$ cat config.mk
export PLATFORM = sky130hd
export DESIGN_NAME = eit_scan_sequencer_flat
export DESIGN_NICKNAME = d
export VERILOG_FILES = /design/src/rtl/eit_scan_sequencer_if.sv /design/src/rtl/eit_scan_sequencer.sv /design/src/flat_wrapper.sv
export SDC_FILE = /design/constraint.sdc
export NUM_CORES = 1
export LEC_CHECK = 0
export CORE_ASPECT_RATIO = 0.8
export CORE_MARGIN = 4
export CORE_UTILIZATION = 45
export DETAILED_ROUTE_END_ITERATION = 8
export PLACE_DENSITY = 0.66
export SETUP_SLACK_MARGIN = 0.2
export SYNTH_ARGS = -nofsm -noshare
export SYNTH_HDL_FRONTEND = slang
export SYNTH_SLANG_ARGS = --single-unit
$ cat constraint.sdc
create_clock -name clk -period 7.4 [get_ports clk]
set_clock_uncertainty 0.2 [all_clocks]
set_input_delay 1.48 -clock clk [delete_from_list [all_inputs] [get_ports clk]]
set_output_delay 1.48 -clock clk [all_outputs]
set_load 0.01 [all_outputs]
$ cat src/rtl/eit_scan_sequencer_if.sv
// eit_scan_sequencer_if: handshake bundle between the scan sequencer, its controller and the mux/DAC/ADC drivers
interface eit_scan_sequencer_if #(
    parameter int N_ELEC  = 16,
    parameter int SAMPLES = 4
);
    localparam int IDX_W = $clog2(N_ELEC);
    localparam int SMP_W = $clog2(SAMPLES + 1);
    logic             start, abort, continuous, step_done, dac_ready, adc_ready;
    logic             start_mux, start_dac, start_adc, meas_valid, fsm_busy, fsm_done, timeout_err;
    logic [IDX_W-1:0] inj_p, inj_n, meas_p, meas_n;
    logic [SMP_W-1:0] sample_idx;
    modport master (
        output start, abort, continuous, step_done, dac_ready, adc_ready,
        input  start_mux, start_dac, start_adc, meas_valid, fsm_busy, fsm_done, timeout_err,
        input  inj_p, inj_n, meas_p, meas_n, sample_idx
    );
    modport slave (
        input  start, abort, continuous, step_done, dac_ready, adc_ready,
        output start_mux, start_dac, start_adc, meas_valid, fsm_busy, fsm_done, timeout_err,
        output inj_p, inj_n, meas_p, meas_n, sample_idx
    );
endinterface

$ cat src/rtl/eit_scan_sequencer.sv
// eit_scan_sequencer: walks a full adjacent-pattern EIT frame, sequencing mux, settle, DAC and ADC samples per measurement
module eit_scan_sequencer #(
    parameter int N_ELEC         = 16,
    parameter int SAMPLES        = 4,
    parameter int SETTLE_CYCLES  = 8,
    parameter int TIMEOUT_CYCLES = 1024,
    parameter int SKIP_INJ       = 1
) (
    input logic                 clk,
    input logic                 rst,
    eit_scan_sequencer_if.slave bus
);
    localparam int IDX_W = $clog2(N_ELEC);
    localparam int SMP_W = $clog2(SAMPLES + 1);
    localparam int SET_W = $clog2(SETTLE_CYCLES + 2);
    localparam int TMO_W = $clog2(TIMEOUT_CYCLES + 1);
    localparam logic [IDX_W-1:0] LAST = IDX_W'(N_ELEC - 1);

    typedef enum logic [2:0] {IDLE, MUX, SETTLE, DAC, ADC, NEXT, DONE, ERR} state_t;

    state_t           state_q;
    logic [IDX_W-1:0] inj_p_q, meas_p_q;
    logic [SMP_W-1:0] smp_q;
    logic [SET_W-1:0] settle_q;
    logic [TMO_W-1:0] tmo_q;
    logic             start_mux_q, start_dac_q, start_adc_q, meas_valid_q, fsm_done_q, timeout_err_q;
    logic [IDX_W-1:0] meas_nxt_d, meas_first_d, meas_first_nxt_inj_d;
    logic             meas_more_d, tmo_hit_d;

    // explicit modulo-N increment so non-power-of-two electrode counts wrap correctly
    function automatic logic [IDX_W-1:0] wrap_inc(input logic [IDX_W-1:0] x);
        return (x == LAST) ? '0 : x + 1'b1;
    endfunction

    // a measurement pair is usable unless it shares an electrode with the injection pair
    function automatic logic pair_ok(input logic [IDX_W-1:0] ip, input logic [IDX_W-1:0] mp);
        return (SKIP_INJ == 0) || !(mp == ip || mp == wrap_inc(ip) || wrap_inc(mp) == ip);
    endfunction

    function automatic logic [IDX_W-1:0] first_ok(input logic [IDX_W-1:0] ip);
        logic [IDX_W-1:0] r;
        r = '0;
        for (int m = N_ELEC - 1; m >= 0; m--)
            if (pair_ok(ip, IDX_W'(m))) r = IDX_W'(m);
        return r;
    endfunction

    // lowest usable measurement pair above the current one, plus the reload targets for a new injection
    always_comb begin
        meas_more_d = 1'b0;
        meas_nxt_d = '0;
        for (int m = N_ELEC - 1; m >= 0; m--)
            if (m > int'(meas_p_q) && pair_ok(inj_p_q, IDX_W'(m))) begin
                meas_more_d = 1'b1;
                meas_nxt_d = IDX_W'(m);
            end
        meas_first_d = first_ok('0);
        meas_first_nxt_inj_d = first_ok(wrap_inc(inj_p_q));
        tmo_hit_d = tmo_q == TMO_W'(TIMEOUT_CYCLES - 1);
    end

    // sequencer FSM; every output is registered and pulses fall back to zero each cycle
    always_ff @(posedge clk) begin
        start_mux_q <= 1'b0;
        start_dac_q <= 1'b0;
        start_adc_q <= 1'b0;
        meas_valid_q <= 1'b0;
        fsm_done_q <= 1'b0;
        if (rst || bus.abort) begin
            state_q <= IDLE;
            inj_p_q <= '0;
            meas_p_q <= '0;
            smp_q <= '0;
            settle_q <= '0;
            tmo_q <= '0;
            if (rst) timeout_err_q <= 1'b0;
        end else begin
            case (state_q)
                IDLE: if (bus.start) begin
                    state_q <= MUX;
                    start_mux_q <= 1'b1;
                    timeout_err_q <= 1'b0;
                    inj_p_q <= '0;
                    meas_p_q <= meas_first_d;
                    smp_q <= '0;
                    tmo_q <= '0;
                end
                MUX: if (bus.step_done) begin
                    state_q <= (SETTLE_CYCLES == 0) ? DAC : SETTLE;
                    start_dac_q <= (SETTLE_CYCLES == 0);
                    settle_q <= '0;
                    tmo_q <= '0;
                end else if (tmo_hit_d) begin
                    state_q <= ERR;
                    timeout_err_q <= 1'b1;
                end else tmo_q <= tmo_q + 1'b1;
                SETTLE: if (settle_q + 1'b1 == SET_W'(SETTLE_CYCLES)) begin
                    state_q <= DAC;
                    start_dac_q <= 1'b1;
                    tmo_q <= '0;
                end else settle_q <= settle_q + 1'b1;
                DAC: if (bus.dac_ready) begin
                    state_q <= ADC;
                    start_adc_q <= 1'b1;
                    tmo_q <= '0;
                end else if (tmo_hit_d) begin
                    state_q <= ERR;
                    timeout_err_q <= 1'b1;
                end else tmo_q <= tmo_q + 1'b1;
                ADC: if (bus.adc_ready) begin
                    smp_q <= smp_q + 1'b1;
                    tmo_q <= '0;
                    state_q <= (smp_q == SMP_W'(SAMPLES - 1)) ? NEXT : ADC;
                    meas_valid_q <= (smp_q == SMP_W'(SAMPLES - 1));
                    start_adc_q <= (smp_q != SMP_W'(SAMPLES - 1));
                end else if (tmo_hit_d) begin
                    state_q <= ERR;
                    timeout_err_q <= 1'b1;
                end else tmo_q <= tmo_q + 1'b1;
                NEXT: begin
                    smp_q <= '0;
                    tmo_q <= '0;
                    if (meas_more_d) begin
                        meas_p_q <= meas_nxt_d;
                        state_q <= MUX;
                        start_mux_q <= 1'b1;
                    end else begin
                        inj_p_q <= wrap_inc(inj_p_q);
                        meas_p_q <= meas_first_nxt_inj_d;
                        state_q <= (inj_p_q == LAST) ? DONE : MUX;
                        start_mux_q <= (inj_p_q != LAST);
                        fsm_done_q <= (inj_p_q == LAST);
                    end
                end
                DONE: begin
                    state_q <= bus.continuous ? MUX : IDLE;
                    start_mux_q <= bus.continuous;
                    tmo_q <= '0;
                end
                ERR: state_q <= IDLE;
                default: state_q <= IDLE;
            endcase
        end
    end

    assign bus.start_mux   = start_mux_q;
    assign bus.start_dac   = start_dac_q;
    assign bus.start_adc   = start_adc_q;
    assign bus.meas_valid  = meas_valid_q;
    assign bus.fsm_done    = fsm_done_q;
    assign bus.timeout_err = timeout_err_q;
    assign bus.fsm_busy    = state_q != IDLE;
    assign bus.inj_p       = inj_p_q;
    assign bus.inj_n       = wrap_inc(inj_p_q);
    assign bus.meas_p      = meas_p_q;
    assign bus.meas_n      = wrap_inc(meas_p_q);
    assign bus.sample_idx  = smp_q;
endmodule

$ cat src/flat_wrapper.sv
// flat-port wrapper written by rule: the top's interface ports become plain ports
module eit_scan_sequencer_flat 
#(
    parameter int N_ELEC         = 16,
    parameter int SAMPLES        = 4,
    parameter int SETTLE_CYCLES  = 8,
    parameter int TIMEOUT_CYCLES = 1024,
    parameter int SKIP_INJ       = 1
)
  (clk, rst, bus_start, bus_abort, bus_continuous, bus_step_done, bus_dac_ready, bus_adc_ready, bus_start_mux, bus_start_dac, bus_start_adc, bus_meas_valid, bus_fsm_busy, bus_fsm_done, bus_timeout_err, bus_inj_p, bus_inj_n, bus_meas_p, bus_meas_n, bus_sample_idx);
  eit_scan_sequencer_if #(.N_ELEC(N_ELEC), .SAMPLES(SAMPLES)) bus_i ();
  input logic clk;
  input logic rst;
  input wire logic [$bits(bus_i.start)-1:0] bus_start;
  input wire logic [$bits(bus_i.abort)-1:0] bus_abort;
  input wire logic [$bits(bus_i.continuous)-1:0] bus_continuous;
  input wire logic [$bits(bus_i.step_done)-1:0] bus_step_done;
  input wire logic [$bits(bus_i.dac_ready)-1:0] bus_dac_ready;
  input wire logic [$bits(bus_i.adc_ready)-1:0] bus_adc_ready;
  output wire logic [$bits(bus_i.start_mux)-1:0] bus_start_mux;
  output wire logic [$bits(bus_i.start_dac)-1:0] bus_start_dac;
  output wire logic [$bits(bus_i.start_adc)-1:0] bus_start_adc;
  output wire logic [$bits(bus_i.meas_valid)-1:0] bus_meas_valid;
  output wire logic [$bits(bus_i.fsm_busy)-1:0] bus_fsm_busy;
  output wire logic [$bits(bus_i.fsm_done)-1:0] bus_fsm_done;
  output wire logic [$bits(bus_i.timeout_err)-1:0] bus_timeout_err;
  output wire logic [$bits(bus_i.inj_p)-1:0] bus_inj_p;
  output wire logic [$bits(bus_i.inj_n)-1:0] bus_inj_n;
  output wire logic [$bits(bus_i.meas_p)-1:0] bus_meas_p;
  output wire logic [$bits(bus_i.meas_n)-1:0] bus_meas_n;
  output wire logic [$bits(bus_i.sample_idx)-1:0] bus_sample_idx;
  assign bus_i.start = bus_start;
  assign bus_i.abort = bus_abort;
  assign bus_i.continuous = bus_continuous;
  assign bus_i.step_done = bus_step_done;
  assign bus_i.dac_ready = bus_dac_ready;
  assign bus_i.adc_ready = bus_adc_ready;
  assign bus_start_mux = bus_i.start_mux;
  assign bus_start_dac = bus_i.start_dac;
  assign bus_start_adc = bus_i.start_adc;
  assign bus_meas_valid = bus_i.meas_valid;
  assign bus_fsm_busy = bus_i.fsm_busy;
  assign bus_fsm_done = bus_i.fsm_done;
  assign bus_timeout_err = bus_i.timeout_err;
  assign bus_inj_p = bus_i.inj_p;
  assign bus_inj_n = bus_i.inj_n;
  assign bus_meas_p = bus_i.meas_p;
  assign bus_meas_n = bus_i.meas_n;
  assign bus_sample_idx = bus_i.sample_idx;
  eit_scan_sequencer #(.N_ELEC(N_ELEC), .SAMPLES(SAMPLES), .SETTLE_CYCLES(SETTLE_CYCLES), .TIMEOUT_CYCLES(TIMEOUT_CYCLES), .SKIP_INJ(SKIP_INJ)) u_core (.clk(clk), .rst(rst), .bus(bus_i));
endmodule
==> impl_metrics.yaml <==
critical_path:
  crit_chain: "ha_1, inv_1, nor2_1, nor2_1, clkdlybuf4s50_1"
  critical_path.max_fanout: 25
  crit_buf_inv: 2
  arrival_ps: 3100
  critPathSlowestCell: "ha_1"
  critPathTopFamily: "adder cells"
  required_ps: 5720
  endpoint_kind: "output pin"
  crit_path_max_incr_delay_ps: 940
  crit_top_cell: "nor2_1"
  critical_path_class: "reg2out"
  worstSetupStartpointType: "flop"
synthesis:
  seq_area_frac_synth_pct: 21.2
  synthAdderAreaFrac_pct: 5.23
  synthSimpleGateAreaFrac_pct: 28.3
  synth_compound_area_share_pct: 36.6
  ys.flop_type: "dfxtp_1"
  async_flop_share_pct: 0
  synth_edf_count: 1
  netlist_area_sq_mm: 0.00335
  avgSynthCellArea_sq_um: 7.07
  synthesis.nets: 496
  syn_inst: 474
  synth_cell_type_count: 75
  ys.warnings.count: 0
  synth_top_family_by_area: "compound AO/OA/AOI/OAI gates"
  ys_ff_latch: 35
  synthXorXnorAreaFrac_pct: 1.87
  yosys-mux-area-fraction_pct: 0.598
cts:
  cts_setup_buffers: 0
  cts_tree: "done"
  clkLatencyLatePin_ps: 290
  cts_buffers: 5
  clk_pin_slew_ps: 80
  cts_root_buffer: "clkbuf_8"
  cts_resized: 0
  clock-sinks: 35
  cts_max_level: 2
  cts_buffer_depth: 2
  ctsHoldBuffers: 0
sta:
  relSlewSlack_pct: 25.9
  setup_violations: 0
  fin_ws_ps: 2620
  tightest_slew_ps: 1110
  clock.fmax_ghz: 0.209
  finalCritPeriodShare_pct: 64.6
  hold_viol: 0
  rsz0062_at_grt: "false"
  period_needed_ps: 4780
  tns_ps: 0
  slew_violations: 0
job:
  drv_cap: 0
placed_design:
  numPortBuffers: 33
  globalplace.congestion: 0.945
  post-dp-hpwl_microns: 8190
  place_inst: 568
  pre_cts_ws_ps: 2980
detailed_routing:
  via_count: 3791
  dr.pass1.iters: 5
  ant_nets: 0
  wl_per_cell_microns: 19.1
  drt_iter0_drc: 458
  drcViolationCount: 0
  wl_microns: 11000
  viasPerCell: 6.58
global_routing:
  grt_pass1_wl_microns: 17500
  antenna_found_initial: 0
  grt_max_degree: 31
  grt_util_all_layers_pct: 23.8
  grt-ovfl-total: 0
  grt_pass1_vias: 3439
floorplanning:
  num_rows: 27
  dieWidth_microns: 104
  io-pin-count: 34
  core_sq_mm: 0.00706
  start_util_pct: 47.4
  die_area_sq_mm: 0.00890
  die_h_microns: 85.2
finish:
  layout-drive-gt1-share_pct: 7.36
  syn_to_final_growth_pct: 13.2
  stdcell_count: 576
  nets: 510
  layout_common_cells: "nor2_1, nand2_1, a21oi_1"
  diodes: 0
  final_util_pct: 53.7
run_status:
  outcome: "completed"
power:
  p_leak_uw: 0.00130
  peakVddDrop_mv: 0.0814
  power_density_mw_per_mm2: 114
worst_hold_path:
  worstHoldPathType: "reg2reg"
flip-flops by register name (all words and copies together) (netlist names), 3 cells and up:
name,flops
u_core.bus.inj_p,4
u_core.bus.meas_p,4
u_core.state_q,3
u_core.settle_q,4
u_core.bus.sample_idx,3
u_core.tmo_q,11
tightest hold or removal path: cells and delay by family, from the launching register on:
| family | cells | cell delay [ps] |
|---|---|---|
| flops | 1 | 320 |
| simple gates | 1 | 40 |
| compound gates | 1 | 70 |
layout make-up:
class	instances	area, sq um
Clock inverter	2	60.1
Inverter	19	71.3
Clock buffer	6	72.6
Sequential cell	35	711
Multi-Input combinational cell	393	2430
Fill cell	701	3270
Timing Repair Buffer	34	338
Tap cell	87	109
kinds of logic after synthesis:
family | after synthesis
simple gates | 188
compound gates | 184
flops | 35
fa+ha+maj | 14
mux | 2
xor+xnor | 5
buf+inv | 46
per-stage QoR:
step | hold WS [ps] | total power [uW] | instance area, sq um
after floorplan | 237 | 215 | 3350
after global placement | 247 | 229 | 3660
after detailed placement | 260 | 229 | 3660
after CTS | 272 | 438 | 3790
after global routing | 315 | 451 | 3790
final | 270 | 434 | 3790
worst paths after layout:
| path | startpoint | slack, ps | cells after the start | to |
|---|---|---|---|---|
| worst min-delay path | u_core.tmo_q[10]$_SDFFE_PP0P_ | 270 | 2 | u_core.tmo_q[10]$_SDFFE_PP0P_ |
| worst max-delay path | u_core.bus.inj_p[0]$_SDFFE_PP0P_ | 2620 | 5 | bus_inj_n[0] |
| worst min register to register | u_core.tmo_q[10]$_SDFFE_PP0P_ | 270 | 2 | u_core.tmo_q[10]$_SDFFE_PP0P_ |
| worst max register to register | u_core.bus.inj_p[0]$_SDFFE_PP0P_ | 3270 | 9 | u_core.bus.inj_p[2]$_SDFFE_PP0P_ |
cells in the mapped netlist, types with 3 or more instances:
master / instances / share of area, %
nand2_1: 52 / 5.8
nor2_1: 52 / 5.8
a21oi_1: 42 / 6.3
o21ai_0: 39 / 5.8
dfxtp_1: 34 / 20
a31oi_1: 16 / 3.0
clkbuf_1: 16 / 1.8
inv_1: 16 / 1.8
ha_1: 14 / 5.2
nand3_1: 13 / 1.9
and3_1: 11 / 2.1
nand2b_1: 9 / 1.7
nor3_1: 8 / 1.2
o21ai_1: 8 / 1.2
o22ai_1: 7 / 1.3
a22oi_1: 6 / 1.3
and2_1: 6 / 1.1
nor2b_1: 6 / 1.1
o31ai_1: 6 / 1.3
a21o_1: 5 / 1.1
a311oi_1: 5 / 1.3
buf_2: 5 / 0.75
o211ai_1: 5 / 1.1
o32ai_1: 5 / 1.3
or2_2: 5 / 0.93
a21boi_0: 4 / 0.90
o221ai_1: 4 / 1.0
or3_1: 4 / 0.75
a21oi_2: 3 / 0.78
a22o_1: 3 / 0.78
buf_6: 3 / 1.0
inv_2: 3 / 0.34
nor3b_1: 3 / 0.67
metal layers:
metal  part of all wire [%]  GRT usage, %
met1                     47          34.1
met2                     42          35.0
met3                    9.0          6.62
met4                    1.5          6.64
met5                      0             0
where the power goes:
part	total (uW)	internal [uW]	switching [uW]	leakage, uW
clock	208	135	73.5	0.0000654
sequential	193	191	2.51	0.000285
combinational	32.4	12.7	19.7	0.000954
total	434	338	95.7	0.00130
(Power assumes the default switching activity.)
==> edit 1, RTL diff (same settings) <==
Re-encode `state_t` (8 states) as Gray code, 3 bits wide.
--- a/src/rtl/eit_scan_sequencer.sv
+++ b/src/rtl/eit_scan_sequencer.sv
@@ -17,5 +17,5 @@
     localparam logic [IDX_W-1:0] LAST = IDX_W'(N_ELEC - 1);
 
-    typedef enum logic [2:0] {IDLE, MUX, SETTLE, DAC, ADC, NEXT, DONE, ERR} state_t;
+    typedef enum logic [2:0] {IDLE = 3'b000, MUX = 3'b001, SETTLE = 3'b011, DAC = 3'b010, ADC = 3'b110, NEXT = 3'b111, DONE = 3'b101, ERR = 3'b100} state_t;
 
     state_t           state_q;
Check against the original RTL: same outputs for any inputs over 10 cycles, from zero or initial values; not proved beyond that.
==> edit 1 against the original RTL <==
Global-route usage decreased by 1.6 points; synthesized area increased by 5.5%; design area increased by 3.4%; clock power decreased by 21%; worst hold slack got worse by 35 ps; setup slack improved by 96 ps; total power decreased by 9.8%; register-to-register slack got worse by 110 ps; sequential cell count unchanged; routed wire length decreased by 4.5%.
==> edit 1: results (changes against the original RTL) <==
metric;value;unit;change
status;completed;;unchanged
router iterations before antenna repair;6;;was 5
synth top area cells;dfxtp_1 19%, nor2_1 6.3%, ha_1 5.3%;;was dfxtp_1 20%, a21oi_1 6.3%, o21ai_0 5.8%
drt initial violations;462;;was 458
root buf cell;clkbuf_8;;unchanged
Syn Inst Count;471;;was 474
post-CTS setup repair buffer count;0;;unchanged
number of enable flip-flop cells after synthesis;1;;unchanged
layout cells sized above 1;9.32;%;was 7.36%
CTS H-Tree Depth;2;;unchanged
Slew @ Worst Pin;1080;ps;was 1110 ps
Synth async-reset ratio;0;%;unchanged
Max IR drop VDD;85.0;uV;was 81.4 uV
Final nets;505;;was 510
post-synthesis cell type count;90;;was 75
Largest Register;u_core.tmo_q;;unchanged
CP max FO;28;;was 25
Seq/Total Area, Yosys;20.1;%;was 21.2%
syn_nets;494;;was 496
largest net degree at the start of global routing;29;;was 31
vias in the first global route;3304;;was 3,439
wire length of the first global-routing pass;16900;um;was 17,500 um
top cells by count, synth;59 x nor2_1, 40 x nand2_1, 34 x dfxtp_1;;was 52 x nand2_1, 52 x nor2_1, 42 x a21oi_1
HPWL Detailed;7770;um;was 8190 um
WP data arrival;3000;ps;was 3100 ps
Routability Congestion;0.946;;was 0.945
Vias/cell;6.32;;was 6.58
initial antenna violation count;0;;unchanged
final setup violation count;0;;unchanged
synth warn;0;;unchanged
per-cell routed wire length;17.9;um;was 19.1 um
Vias;3719;;was 3,791
Leak Pwr;1.45;nW;was 1.30 nW
Hold Crit Class;reg2reg;;unchanged
total global-route track usage;22.3;%;was 23.8%
Worst-path clk slew;80;ps;about the same
Worst-Skew Late Latency;300;ps;
Inst Count DP;580;;was 568
edit 1: changes by cell type in the layout (fill, tap and decap cells not counted), sizes merged, moves of 7 or more:
cell	change
nand2	-11
o21ai	-15
nand3	+7
a31oi	-9
a21oi	-14
a211oi	+7
edit 1: final timing paths:
| kind | to | slack, ps | cells after the start | from |
|---|---|---|---|---|
| worst max-delay path | bus_inj_n[2] | 2720 | 4 | u_core.bus.inj_p[0]$_SDFFE_PP0P_ |
| worst min-delay path | u_core.tmo_q[10]$_SDFFE_PP0P_ | 240 | 2 | u_core.tmo_q[10]$_SDFFE_PP0P_ |
| worst max register to register | u_core.state_q[2]$_SDFFE_PP0P_ | 3160 | 9 | u_core.bus.inj_p[0]$_SDFFE_PP0P_ |
| worst min register to register | u_core.tmo_q[10]$_SDFFE_PP0P_ | 240 | 2 | u_core.tmo_q[10]$_SDFFE_PP0P_ |
edit 1: critical path, cell delays in order, from the launching register on:
cell,delay (ps)
dfxtp_1,720
ha_1,990
xnor2_2,170
inv_2,240
clkdlybuf4s50_1,580
edit 1: through the flow:
step | cell area, um^2 | util (%) | worst slack, ps
finish | 3920 | 52.1 | 2720
global route | 3920 | 52.1 | 2550
detailed placement | 3810 | 50.6 | 3090
global placement | 3810 | 50.6 | 3200
CTS | 3920 | 52.1 | 2750
floorplan | 3530 | - | 4340
edit 1: logic make-up after synthesis:
| logic type | synth area share, % |
|---|---|
| AO/OA/AOI/OAI | 30.9 |
| XOR/XNOR | 1.95 |
| adder cells (fa/ha/maj) | 5.31 |
| buffers and inverters | 7.58 |
| flip-flops | 20.1 |
| multiplexers | 0.885 |
| AND/OR/NAND/NOR | 33.2 |
edit 1: layout make-up:
cell class                      count  area [um^2]
Multi-Input combinational cell    387         2550
Clock inverter                      2         13.8
Timing Repair Buffer               36          353
Sequential cell                    35          711
Tap cell                          105          131
Inverter                           17         63.8
Clock buffer                        6         93.8
Fill cell                         727         3610
edit 1: routing by layer:
layer,vias to the layer above,track usage [%],routed length (um)
li1,1778,-,-
met1,1733,32.5,4940
met2,188,33.2,4520
met3,20,4.82,898
met4,0,5.69,157
met5,-,0,0
edit 1: report_power, final:
| group | internal [mW] | switching, mW |
|---|---|---|
| sequential | 0.191 | 0.00325 |
| clock | 0.0868 | 0.0782 |
| combinational | 0.0141 | 0.0185 |
| total | 0.292 | 0.0999 |
==> edit 2, RTL diff (same settings) <==
Made on the original files. `SAMPLES` is set to 4 in 3 places; all go to 8.
--- a/src/rtl/eit_scan_sequencer_if.sv
+++ b/src/rtl/eit_scan_sequencer_if.sv
@@ -2,5 +2,5 @@
 interface eit_scan_sequencer_if #(
     parameter int N_ELEC  = 16,
-    parameter int SAMPLES = 4
+    parameter int SAMPLES = 8
 );
     localparam int IDX_W = $clog2(N_ELEC);
--- a/src/rtl/eit_scan_sequencer.sv
+++ b/src/rtl/eit_scan_sequencer.sv
@@ -2,5 +2,5 @@
 module eit_scan_sequencer #(
     parameter int N_ELEC         = 16,
-    parameter int SAMPLES        = 4,
+    parameter int SAMPLES        = 8,
     parameter int SETTLE_CYCLES  = 8,
     parameter int TIMEOUT_CYCLES = 1024,
--- a/src/flat_wrapper.sv
+++ b/src/flat_wrapper.sv
@@ -3,5 +3,5 @@
 #(
     parameter int N_ELEC         = 16,
-    parameter int SAMPLES        = 4,
+    parameter int SAMPLES        = 8,
     parameter int SETTLE_CYCLES  = 8,
     parameter int TIMEOUT_CYCLES = 1024,
Interface: changed (resized bus_sample_idx); port bits go from 34 to 35. The function was not compared with the original's and may differ.
==> edit 2 against the original RTL <==
Worst hold slack worse by 0.64 ps; total power is 11% lower; sequential share of layout area is 0.14 points higher; highest routed layer unchanged; synthesized area is 1.6% higher; largest cell class unchanged; register-to-register slack worse by 90 ps; critical path depth stayed put; design area is 2.1% higher; routed wire length is 5.7% lower; sequential cell count is 1 higher; setup slack better by 250 ps; die area is 1.5% higher.
==> edit 2: results (changes against the original RTL) <==
metric;value;unit;change
worst hold start;u_core.tmo_q[10]$_SDFFE_PP0P_;;unchanged
Synth Area in Compound Gates;34.1;%;was 36.6%
WP data arrival;2850;ps;was 3100 ps
layout cells sized above 1;6.11;%;was 7.36%
CP max stage delay;730;ps;was 940 ps
syn avg cell area;7.18;um^2;was 7.07 um^2
vias in the first global route;3337;;was 3,439
HPWL Detailed;7600;um;was 8190 um
Final nets;512;;was 510
synth top area cells;dfxtp_1 21%, nor2_1 7.3%, a21oi_1 5.6%;;was dfxtp_1 20%, a21oi_1 6.3%, o21ai_0 5.8%
drt initial violations;478;;was 458
Slowest cell on crit path;dfxtp_1;;was ha_1
largest net degree at the start of global routing;34;;was 31
post-synthesis cell type count;74;;was 75
smallest hold slack;270;ps;about the same
Filler cells;737;;was 701
Critical Path Sink;bus_inj_n[3];;was bus_inj_n[0]
Max Freq;0.221;GHz;was 0.209 GHz
clock buffer depth;2;;unchanged
status;completed;;unchanged
Synth Area in XOR/XNOR;4.63;%;was 1.87%
Routability Congestion;0.953;;was 0.945
syn_nets;496;;unchanged
final WL;10400;um;was 11,000 um
Vias;3692;;was 3,791
number of enable flip-flop cells after synthesis;1;;unchanged
Worst-path clk slew;80;ps;about the same
Adder-Cell Fraction of Synth Area;5.15;%;was 5.23%
Max IR drop VDD;101;uV;was 81.4 uV
switching part of the total;26.1;%;was 22.1%
relative slew slack;20.6;%;was 25.9%
router iterations before antenna repair;5;;unchanged
CTS buffer count;5;;unchanged
Worst Reg2Reg Path Length in Cells;10;;was 9
CP max FO;19;;was 25
Hold Crit Class;reg2reg;;unchanged
total global-route track usage;22.8;%;was 23.8%
number of I/O port buffers;34;;was 33
multiplexer area fraction after synthesis;1.84;%;was 0.598%
wire length of the first global-routing pass;17000;um;was 17,500 um
worst r2r dst;u_core.bus.inj_p[2]$_SDFFE_PP0P_;;unchanged
Seq/Total Area, Yosys;21.5;%;was 21.2%
top cells by count, synth;66 x nor2_1, 41 x nand2_1, 38 x a21oi_1;;was 52 x nand2_1, 52 x nor2_1, 42 x a21oi_1
Leak Pwr;1.30;nW;about the same
r2r setup slk;3180;ps;was 3270 ps
edit 2: worst min-delay path by stage:
stage / end / cells after the start
floorplan: u_core.tmo_q[10]$_SDFFE_PP0P_ / 2
global placement: u_core.tmo_q[10]$_SDFFE_PP0P_ / 2
detailed placement: u_core.tmo_q[10]$_SDFFE_PP0P_ / 2
CTS: u_core.tmo_q[10]$_SDFFE_PP0P_ / 2
global route: u_core.tmo_q[10]$_SDFFE_PP0P_ / 2
finish: u_core.tmo_q[10]$_SDFFE_PP0P_ / 2
edit 2: cells by family (layout without fill, tap and decap cells):
| logic type | after synthesis | in the layout |
|---|---|---|
| fa+ha+maj | 14 | 14 |
| mux | 6 | 6 |
| simple gates | 191 | 191 |
| buf+inv | 43 | 60 |
| compound gates | 166 | 166 |
| xor+xnor | 18 | 18 |
| flops | 36 | 36 |
edit 2: power groups by stage:
| stage | combinational [mW] | sequential (mW) | clock (mW) |
|---|---|---|---|
| after floorplan | 0.0192 | 0.203 | 0 |
| after global placement | 0.0314 | 0.203 | 0 |
| after detailed placement | 0.0315 | 0.203 | 0 |
| after CTS | 0.0319 | 0.199 | 0.154 |
| after global routing | 0.0356 | 0.200 | 0.165 |
| final | 0.0322 | 0.199 | 0.156 |
edit 2: per-stage QoR:
step	std cells	cell area [um^2]
2_1_floorplan	474	3400
4_1_cts	596	3870
5_1_grt	596	3870
6_report	596	3870
3_5_place_dp	588	3780
3_3_place_gp	588	3780
edit 2: cell type report:
class	count	share of cell area, %
Multi-Input combinational cell	395	64.5
Sequential cell	36	18.9
Timing Repair Buffer	37	9.38
Tap cell	105	3.39
Clock buffer	7	2.23
Inverter	15	1.45
Clock inverter	1	0.194
edit 2: per-layer routing:
metal	wire length, um	share of wire, %	track usage, %	vias up
met5	0	0	0	-
met2	4130	40	31.3	183
met1	5180	50	35.1	1699
met4	154	1.5	5.48	0
met3	912	8.8	5.87	21
li1	-	-	-	1789
edit 2: worst max-delay path: cells and delay by family, from the launching register on:
kind                     cells  cell delay (ps)
adder cells (fa/ha/maj)      1              570
buffers and inverters        2              820
AO/OA/AOI/OAI                2              440
flip-flops                   1              730
